### src/rtl/axi4_wide_write_order_buffer.sv
// axi4_wide_write_order_buffer
// Buffers the 128-bit AW and W channels between the straddle converter and
// the switch. W beats are released downstream only once their owning AW has
// handshaken on the master side. WLAST is regenerated from AWLEN.
//
// Optional feature: define WLAST_CHECK_EN to store the upstream WLAST and
// flag a sticky ERR_WLAST when it disagrees with the regenerated WLAST.
//
// Ports:
//   ACLK, ARESET            clock, asynchronous active-high reset
//   S_AXI_AW* / S_AXI_W*    upstream AW and W channels (slave side)
//   M_AXI_AW* / M_AXI_W*    downstream AW and W channels (master side)
//   ERR_WLAST               sticky upstream WLAST framing error
// FIFO depths must be powers of two and at least 2.
module axi4_wide_write_order_buffer #(
  parameter int unsigned C_AXI_ID_WIDTH   = 4,
  parameter int unsigned C_AXI_ADDR_WIDTH = 32,
  parameter int unsigned C_AXI_DATA_WIDTH = 128,
  parameter int unsigned AW_DEPTH         = 4,
  parameter int unsigned W_DEPTH          = 16,
  parameter int unsigned MAX_OUTSTANDING  = 4
) (
  input  logic                          ACLK,
  input  logic                          ARESET,
  input  logic [C_AXI_ID_WIDTH-1:0]     S_AXI_AWID,
  input  logic [C_AXI_ADDR_WIDTH-1:0]   S_AXI_AWADDR,
  input  logic [7:0]                    S_AXI_AWLEN,
  input  logic [2:0]                    S_AXI_AWSIZE,
  input  logic [1:0]                    S_AXI_AWBURST,
  input  logic                          S_AXI_AWVALID,
  output logic                          S_AXI_AWREADY,
  input  logic [C_AXI_DATA_WIDTH-1:0]   S_AXI_WDATA,
  input  logic [C_AXI_DATA_WIDTH/8-1:0] S_AXI_WSTRB,
  input  logic                          S_AXI_WLAST,
  input  logic                          S_AXI_WVALID,
  output logic                          S_AXI_WREADY,
  output logic [C_AXI_ID_WIDTH-1:0]     M_AXI_AWID,
  output logic [C_AXI_ADDR_WIDTH-1:0]   M_AXI_AWADDR,
  output logic [7:0]                    M_AXI_AWLEN,
  output logic [2:0]                    M_AXI_AWSIZE,
  output logic [1:0]                    M_AXI_AWBURST,
  output logic                          M_AXI_AWVALID,
  input  logic                          M_AXI_AWREADY,
  output logic [C_AXI_DATA_WIDTH-1:0]   M_AXI_WDATA,
  output logic [C_AXI_DATA_WIDTH/8-1:0] M_AXI_WSTRB,
  output logic                          M_AXI_WLAST,
  output logic                          M_AXI_WVALID,
  input  logic                          M_AXI_WREADY,
  output logic                          ERR_WLAST
);

  localparam int unsigned STRB_W     = C_AXI_DATA_WIDTH / 8;
  localparam int unsigned AW_ENTRY_W = C_AXI_ID_WIDTH + C_AXI_ADDR_WIDTH + 8 + 3 + 2;
`ifdef WLAST_CHECK_EN
  localparam int unsigned W_ENTRY_W  = C_AXI_DATA_WIDTH + STRB_W + 1;
`else
  localparam int unsigned W_ENTRY_W  = C_AXI_DATA_WIDTH + STRB_W;
`endif
  localparam int unsigned AW_PTR_W   = $clog2(AW_DEPTH);
  localparam int unsigned AW_CNT_W   = AW_PTR_W + 1;
  localparam int unsigned W_PTR_W    = $clog2(W_DEPTH);
  localparam int unsigned W_CNT_W    = W_PTR_W + 1;
  localparam int unsigned LEN_PTR_W  = $clog2(MAX_OUTSTANDING);
  localparam int unsigned LEN_CNT_W  = LEN_PTR_W + 1;

  // ---------------------------------------------------------------- AW FIFO
  logic [AW_ENTRY_W-1:0] aw_mem [AW_DEPTH];
  logic [AW_PTR_W-1:0]   aw_wr_ptr, aw_rd_ptr;
  logic [AW_CNT_W-1:0]   aw_count, aw_count_nxt;
  logic                  aw_ready_q, aw_push, aw_pop;
  logic [AW_ENTRY_W-1:0] aw_head;

  // ---------------------------------------------------------------- len FIFO
  logic [7:0]            len_mem [MAX_OUTSTANDING];
  logic [LEN_PTR_W-1:0]  len_wr_ptr, len_rd_ptr;
  logic [LEN_CNT_W-1:0]  len_count, len_count_nxt;
  logic                  len_push, len_pop, len_empty, len_full;
  logic [7:0]            len_head;

  // ---------------------------------------------------------------- W FIFO
  logic [W_ENTRY_W-1:0]  w_mem [W_DEPTH];
  logic [W_PTR_W-1:0]    w_wr_ptr, w_rd_ptr;
  logic [W_CNT_W-1:0]    w_count, w_count_nxt;
  logic                  w_ready_q, w_push, w_pop;
  logic [W_ENTRY_W-1:0]  w_din, w_head;

  logic [7:0]            beat_cnt;

  // AW FIFO control; ready is registered from the next-cycle occupancy
  assign aw_push       = S_AXI_AWVALID & aw_ready_q;
  assign aw_pop        = M_AXI_AWVALID & M_AXI_AWREADY;
  assign aw_count_nxt  = aw_count + AW_CNT_W'(aw_push) - AW_CNT_W'(aw_pop);
  assign aw_head       = aw_mem[aw_rd_ptr];
  assign S_AXI_AWREADY = aw_ready_q;

  always_ff @(posedge ACLK or posedge ARESET) begin
    if (ARESET) begin
      for (int unsigned i = 0; i < AW_DEPTH; i++) aw_mem[i] <= '0;
      aw_wr_ptr  <= '0;
      aw_rd_ptr  <= '0;
      aw_count   <= '0;
      aw_ready_q <= 1'b0;
    end else begin
      if (aw_push) begin
        aw_mem[aw_wr_ptr] <= {S_AXI_AWID, S_AXI_AWADDR, S_AXI_AWLEN, S_AXI_AWSIZE, S_AXI_AWBURST};
        aw_wr_ptr         <= aw_wr_ptr + AW_PTR_W'(1);
      end
      if (aw_pop) aw_rd_ptr <= aw_rd_ptr + AW_PTR_W'(1);
      aw_count   <= aw_count_nxt;
      aw_ready_q <= (aw_count_nxt != AW_CNT_W'(AW_DEPTH));
    end
  end

  assign {M_AXI_AWID, M_AXI_AWADDR, M_AXI_AWLEN, M_AXI_AWSIZE, M_AXI_AWBURST} = aw_head;
  // An AW is only issued when there is room to remember its length
  assign M_AXI_AWVALID = (aw_count != '0) && !len_full;

  // Len FIFO: one entry per issued AW whose W burst is still incomplete
  assign len_push      = aw_pop;
  assign len_pop       = w_pop & M_AXI_WLAST;
  assign len_count_nxt = len_count + LEN_CNT_W'(len_push) - LEN_CNT_W'(len_pop);
  assign len_empty     = (len_count == '0);
  assign len_full      = (len_count == LEN_CNT_W'(MAX_OUTSTANDING));
  assign len_head      = len_mem[len_rd_ptr];

  always_ff @(posedge ACLK or posedge ARESET) begin
    if (ARESET) begin
      for (int unsigned i = 0; i < MAX_OUTSTANDING; i++) len_mem[i] <= '0;
      len_wr_ptr <= '0;
      len_rd_ptr <= '0;
      len_count  <= '0;
    end else begin
      if (len_push) begin
        len_mem[len_wr_ptr] <= M_AXI_AWLEN;
        len_wr_ptr          <= len_wr_ptr + LEN_PTR_W'(1);
      end
      if (len_pop) len_rd_ptr <= len_rd_ptr + LEN_PTR_W'(1);
      len_count <= len_count_nxt;
    end
  end

  // W FIFO control
`ifdef WLAST_CHECK_EN
  assign w_din = {S_AXI_WDATA, S_AXI_WSTRB, S_AXI_WLAST};
`else
  assign w_din = {S_AXI_WDATA, S_AXI_WSTRB};
  logic unused_s_wlast;
  assign unused_s_wlast = S_AXI_WLAST;
`endif
  assign w_push       = S_AXI_WVALID & w_ready_q;
  assign w_pop        = M_AXI_WVALID & M_AXI_WREADY;
  assign w_count_nxt  = w_count + W_CNT_W'(w_push) - W_CNT_W'(w_pop);
  assign w_head       = w_mem[w_rd_ptr];
  assign S_AXI_WREADY = w_ready_q;

  always_ff @(posedge ACLK or posedge ARESET) begin
    if (ARESET) begin
      for (int unsigned i = 0; i < W_DEPTH; i++) w_mem[i] <= '0;
      w_wr_ptr  <= '0;
      w_rd_ptr  <= '0;
      w_count   <= '0;
      w_ready_q <= 1'b0;
    end else begin
      if (w_push) begin
        w_mem[w_wr_ptr] <= w_din;
        w_wr_ptr        <= w_wr_ptr + W_PTR_W'(1);
      end
      if (w_pop) w_rd_ptr <= w_rd_ptr + W_PTR_W'(1);
      w_count   <= w_count_nxt;
      w_ready_q <= (w_count_nxt != W_CNT_W'(W_DEPTH));
    end
  end

  assign M_AXI_WDATA  = w_head[W_ENTRY_W-1 -: C_AXI_DATA_WIDTH];
  assign M_AXI_WSTRB  = w_head[W_ENTRY_W-C_AXI_DATA_WIDTH-1 -: STRB_W];
  // A beat may leave only once some issued AW owns it
  assign M_AXI_WVALID = (w_count != '0) && !len_empty;
  // Framing comes solely from the issued AWLEN; forced low with no owner
  assign M_AXI_WLAST  = !len_empty && (beat_cnt == len_head);

  // Beat position within the current downstream burst
  always_ff @(posedge ACLK or posedge ARESET) begin
    if (ARESET) begin
      beat_cnt <= '0;
    end else if (w_pop) begin
      beat_cnt <= M_AXI_WLAST ? 8'd0 : beat_cnt + 8'd1;
    end
  end

`ifdef WLAST_CHECK_EN
  // Sticky flag: upstream WLAST disagrees with the AWLEN-derived framing
  logic err_q;
  always_ff @(posedge ACLK or posedge ARESET) begin
    if (ARESET) begin
      err_q <= 1'b0;
    end else if (w_pop && (w_head[0] != M_AXI_WLAST)) begin
      err_q <= 1'b1;
    end
  end
  assign ERR_WLAST = err_q;
`else
  assign ERR_WLAST = 1'b0;
`endif

endmodule

### config.mk
export PLATFORM = sky130hd
export DESIGN_NAME = axi4_wide_write_order_buffer
export DESIGN_NICKNAME = d
export VERILOG_FILES = /design/src/rtl/axi4_wide_write_order_buffer.sv
export SDC_FILE = /design/constraint.sdc
export NUM_CORES = 2
export LEC_CHECK = 0
export CORE_MARGIN = 2
export CORE_UTILIZATION = 50
export DETAILED_ROUTE_END_ITERATION = 8
export PLACE_DENSITY = 0.67
export SYNTH_ARGS = -nofsm -noshare
export SYNTH_HDL_FRONTEND = slang
export SYNTH_SLANG_ARGS = --single-unit
export TNS_END_PERCENT = 5
### constraint.sdc
create_clock -name ACLK -period 100.6 [get_ports ACLK]
set_input_delay 20.12 -clock ACLK [delete_from_list [all_inputs] [get_ports ACLK]]
set_output_delay 20.12 -clock ACLK [all_outputs]
set_load 0.005 [all_outputs]
==> results.json <==
{
  "setup_tns_ps": 0,
  "async_flop_share_pct": 100,
  "synth_seq_area_share_pct": 55.6,
  "min_from": "aw_mem[80]",
  "crit_type": "register to primary output",
  "cp.depth": 9,
  "die_w_microns": 485,
  "place_inst": 10600,
  "hold_path.class": "register to register",
  "grt_pass1_vias": 71900,
  "holdPathStages": 1,
  "coreArea_sq_mm": 0.230,
  "synth-edff-count": 0,
  "syn_to_final_growth_pct": 13.4,
  "synthFlopType": "dfrtp_1",
  "detail_route.vias_per_cell": 6.03,
  "htreeDepth": 5,
  "peakVddDrop_mv": 0.0284,
  "cellPowerDensity_mw_per_mm2": 35.7,
  "nFillCells": 18100,
  "path_cells": "buf_4, buf_4, buf_12, buf_4, mux2i_1, a221oi_1, o21ai_0, nand2_1, clkdlybuf4s50_1",
  "yosysUniqueCellTypes": 42,
  "synthTopCellsByArea": "dfrtp_1 56%, mux2_2 26%, mux4_2 6.6%",
  "cp-start-kind": "register",
  "route.detailed.drc": 0,
  "drive_above_1_share_pct": 44.4,
  "cts_buffer_depth": 4,
  "dieArea_sq_mm": 0.235,
  "critical-path-max-stage-delay_ps": 960,
  "finalHoldViolCount": 0,
  "rows": 176,
  "insertion_delay_ps": 930,
  "cts-resized-gates": 0,
  "clk_pin_slew_ps": 60,
  "syn_nets": 7975,
  "clock_sinks": 2569,
  "grt_setup_unrepaired": "false",
  "worstRegToRegCells": 6,
  "grt_max_degree": 177,
  "grt_overflow": 0,
  "netlist_area_sq_mm": 0.116,
  "route.vias.total": 67100,
  "fp.dieH_microns": 485,
  "ys_warn_count": 0,
  "routedWlPerCell_microns": 26.4,
  "antenna_found_initial": 48,
  "p_leak_uw": 0.0584,
  "required_ps": 80480,
  "crit_top_cell": "buf_4",
  "ys_ff_latch": 2569,
  "cap_viol_max_count": 0,
  "cts_setup_buffers": 0,
  "startpoint": "w_rd_ptr[0]",
  "relSlewSlack_pct": 22.4,
  "routabilityCongestion": 0.750,
  "gr-usage-all-layers_pct": 25.0,
  "hold_slack_ps": 497,
  "cp_num_buf_inv": 5,
  "numCtsBuffers": 295,
  "fmax_mhz": 37.1,
  "final_max_slew_viol_count": 0,
  "final_nets": 8113,
  "hold_buffers": 0,
  "grt_first_pass_wirelength_microns": 452000,
  "ant_nets": 0,
  "crit_arrival_ps": 6800,
  "timing_worst_slew_pin_value_ps": 1160,
  "crit_fanout": 108,
  "totalWireLength_microns": 294000,
  "dp_hpwl_microns": 155000,
  "drtPass1Iterations": 5,
  "status": "completed",
  "synthCells": 7748,
  "skew_ps": 64.4,
  "fin_util_pct": 57.1,
  "crit_family": "buffers and inverters",
  "cts_tree": "done",
  "drtIter0Drc": 4266,
  "syn-mean-instance-area_sq_um": 14.9,
  "regToRegStartpoint": "S_AXI_WREADY",
  "dpl_worst_slack_ps": 74480,
  "ctsRootBufferMaster": "clkbuf_16",
  "yosysTopAreaCellShare_pct": 55.6,
  "fin_cells": 11100,
  "endpoint_kind": "primary output",
  "cp_slowest_cell": "dfrtp_4",
  "portBuffers": 396,
  "fin_crit_ps": 26920,
  "finalSetupViolCount": 0,
  "initial_core_util_pct": 50.3,
  "yosys.area.top_type": "dfrtp_1",
  "setup_slack_ps": 73680,
  "period_share_pct": 26.8,
  "ios": 399
}
==> report_power, final <==
group	internal (uW)	switching (uW)	total (uW)	leakage, uW
clock network	624	416	1040	0.00464
logic	1030	838	1870	0.0221
registers	1530	250	1780	0.0317
==> routing by layer <==
metal  global-route usage, %  up-vias  wire length [microns]
met2                    41.5     1205                 144000
met3                    4.09      516                  11600
met4                    6.93       46                   7730
met1                    34.1    36300                 130000
li1                        -    29000                      -
met5                       0        -                    253
==> state kept, by name, indices dropped and copies added (netlist names) <==
register and flops:
w_count 5, aw_rd_ptr 2, len_rd_ptr 2, w_mem 2304, w_wr_ptr 4, aw_mem 196
w_rd_ptr 4, aw_count 3, beat_cnt 8, S_AXI_WREADY 1, len_mem 32, len_count 3
S_AXI_AWREADY 1, len_wr_ptr 2, aw_wr_ptr 2
==> metrics by stage <==
stage / instance area (sq um) / power, uW
finish: 131000 / 4690
global route: 131000 / 4960
CTS: 131000 / 4730
detailed placement: 122000 / 3670
global placement: 122000 / 3600
floorplan: 116000 / 3040
==> final cells by class <==
cell class	count	area [sq um]	area share, %
Sequential cell	2569	64300	49.0
Multi-Input combinational cell	4494	48700	37.1
Clock buffer	447	8810	6.71
Timing Repair Buffer	505	4930	3.76
Tap cell	3026	3790	2.89
Clock inverter	57	566	0.431
Inverter	21	86.3	0.0658
Antenna cell	10	25.0	0.0191
==> synthesized netlist by cell type, types with 2 or more instances <==
cell         n
o21ai_0    297
and3_1       3
o22ai_1      2
a221oi_1   144
mux2_2    2677
dfrtp_1   2569
nand3_1      9
a22oi_1    144
buf_1       42
clkbuf_1   395
fa_1         3
and2_1       2
ha_1        24
xnor2_1     22
xor2_1      11
nor3b_2      2
nor2_1       8
nand2b_1     2
inv_1       21
buf_2      219
nor3_1      11
a21oi_1    151
mux4_2     337
mux4_1       3
nand2_1    187
buf_4        6
mux2i_1    442
==> cell usage in the layout, fill, tap and decap left out, types with 3 or more instances in the layout <==
cell type / synthesis / final
inv_6: 0 / 7
clkbuf_16: 0 / 299
a22oi_1: 144 / 144
clkinv_2: 0 / 37
bufinv_16: 0 / 9
clkbuf_8: 0 / 77
a221oi_1: 144 / 144
dfrtp_1: 2569 / 2563
buf_12: 1 / 12
buf_4: 6 / 97
xor2_1: 11 / 11
diode_2: 0 / 10
ha_1: 24 / 24
mux2i_1: 442 / 442
nor2_1: 8 / 8
mux2_2: 2677 / 2677
nand2_1: 187 / 170
nor3_1: 11 / 11
clkdlybuf4s50_1: 0 / 396
clkbuf_1: 395 / 71
a21oi_1: 151 / 151
fa_1: 3 / 3
mux4_2: 337 / 337
o21ai_0: 297 / 297
xnor2_1: 22 / 22
inv_1: 21 / 20
nand3_4: 0 / 4
mux4_1: 3 / 3
nand2_4: 0 / 17
nand3_1: 9 / 5
dfrtp_4: 0 / 5
and3_1: 3 / 3
==> worst paths after layout <==
| kind | to | slack (ps) |
|---|---|---|
| setup / recovery | M_AXI_WDATA[28] | 73680 |
| hold / removal | aw_mem[80] | 500 |
| setup reg to reg | w_mem[2098] | 96500 |
| hold reg to reg | aw_mem[80] | 500 |
| max in group asynchronous | w_mem[518] | 75660 |
| min in group asynchronous | w_mem[1880] | 19880 |
==> kinds of logic after synthesis <==
group | Yosys count | synth area share (%)
AO/OA/AOI/OAI | 741 | 4.00
other | 1 | 0.00324
adder cells (fa/ha/maj) | 27 | 0.312
AND/OR/NAND/NOR | 233 | 0.842
flip-flops | 2569 | 55.6
buffers and inverters | 685 | 2.50
multiplexers | 3459 | 36.5
XOR/XNOR | 33 | 0.250
Power figures use the tool's default switching activity.
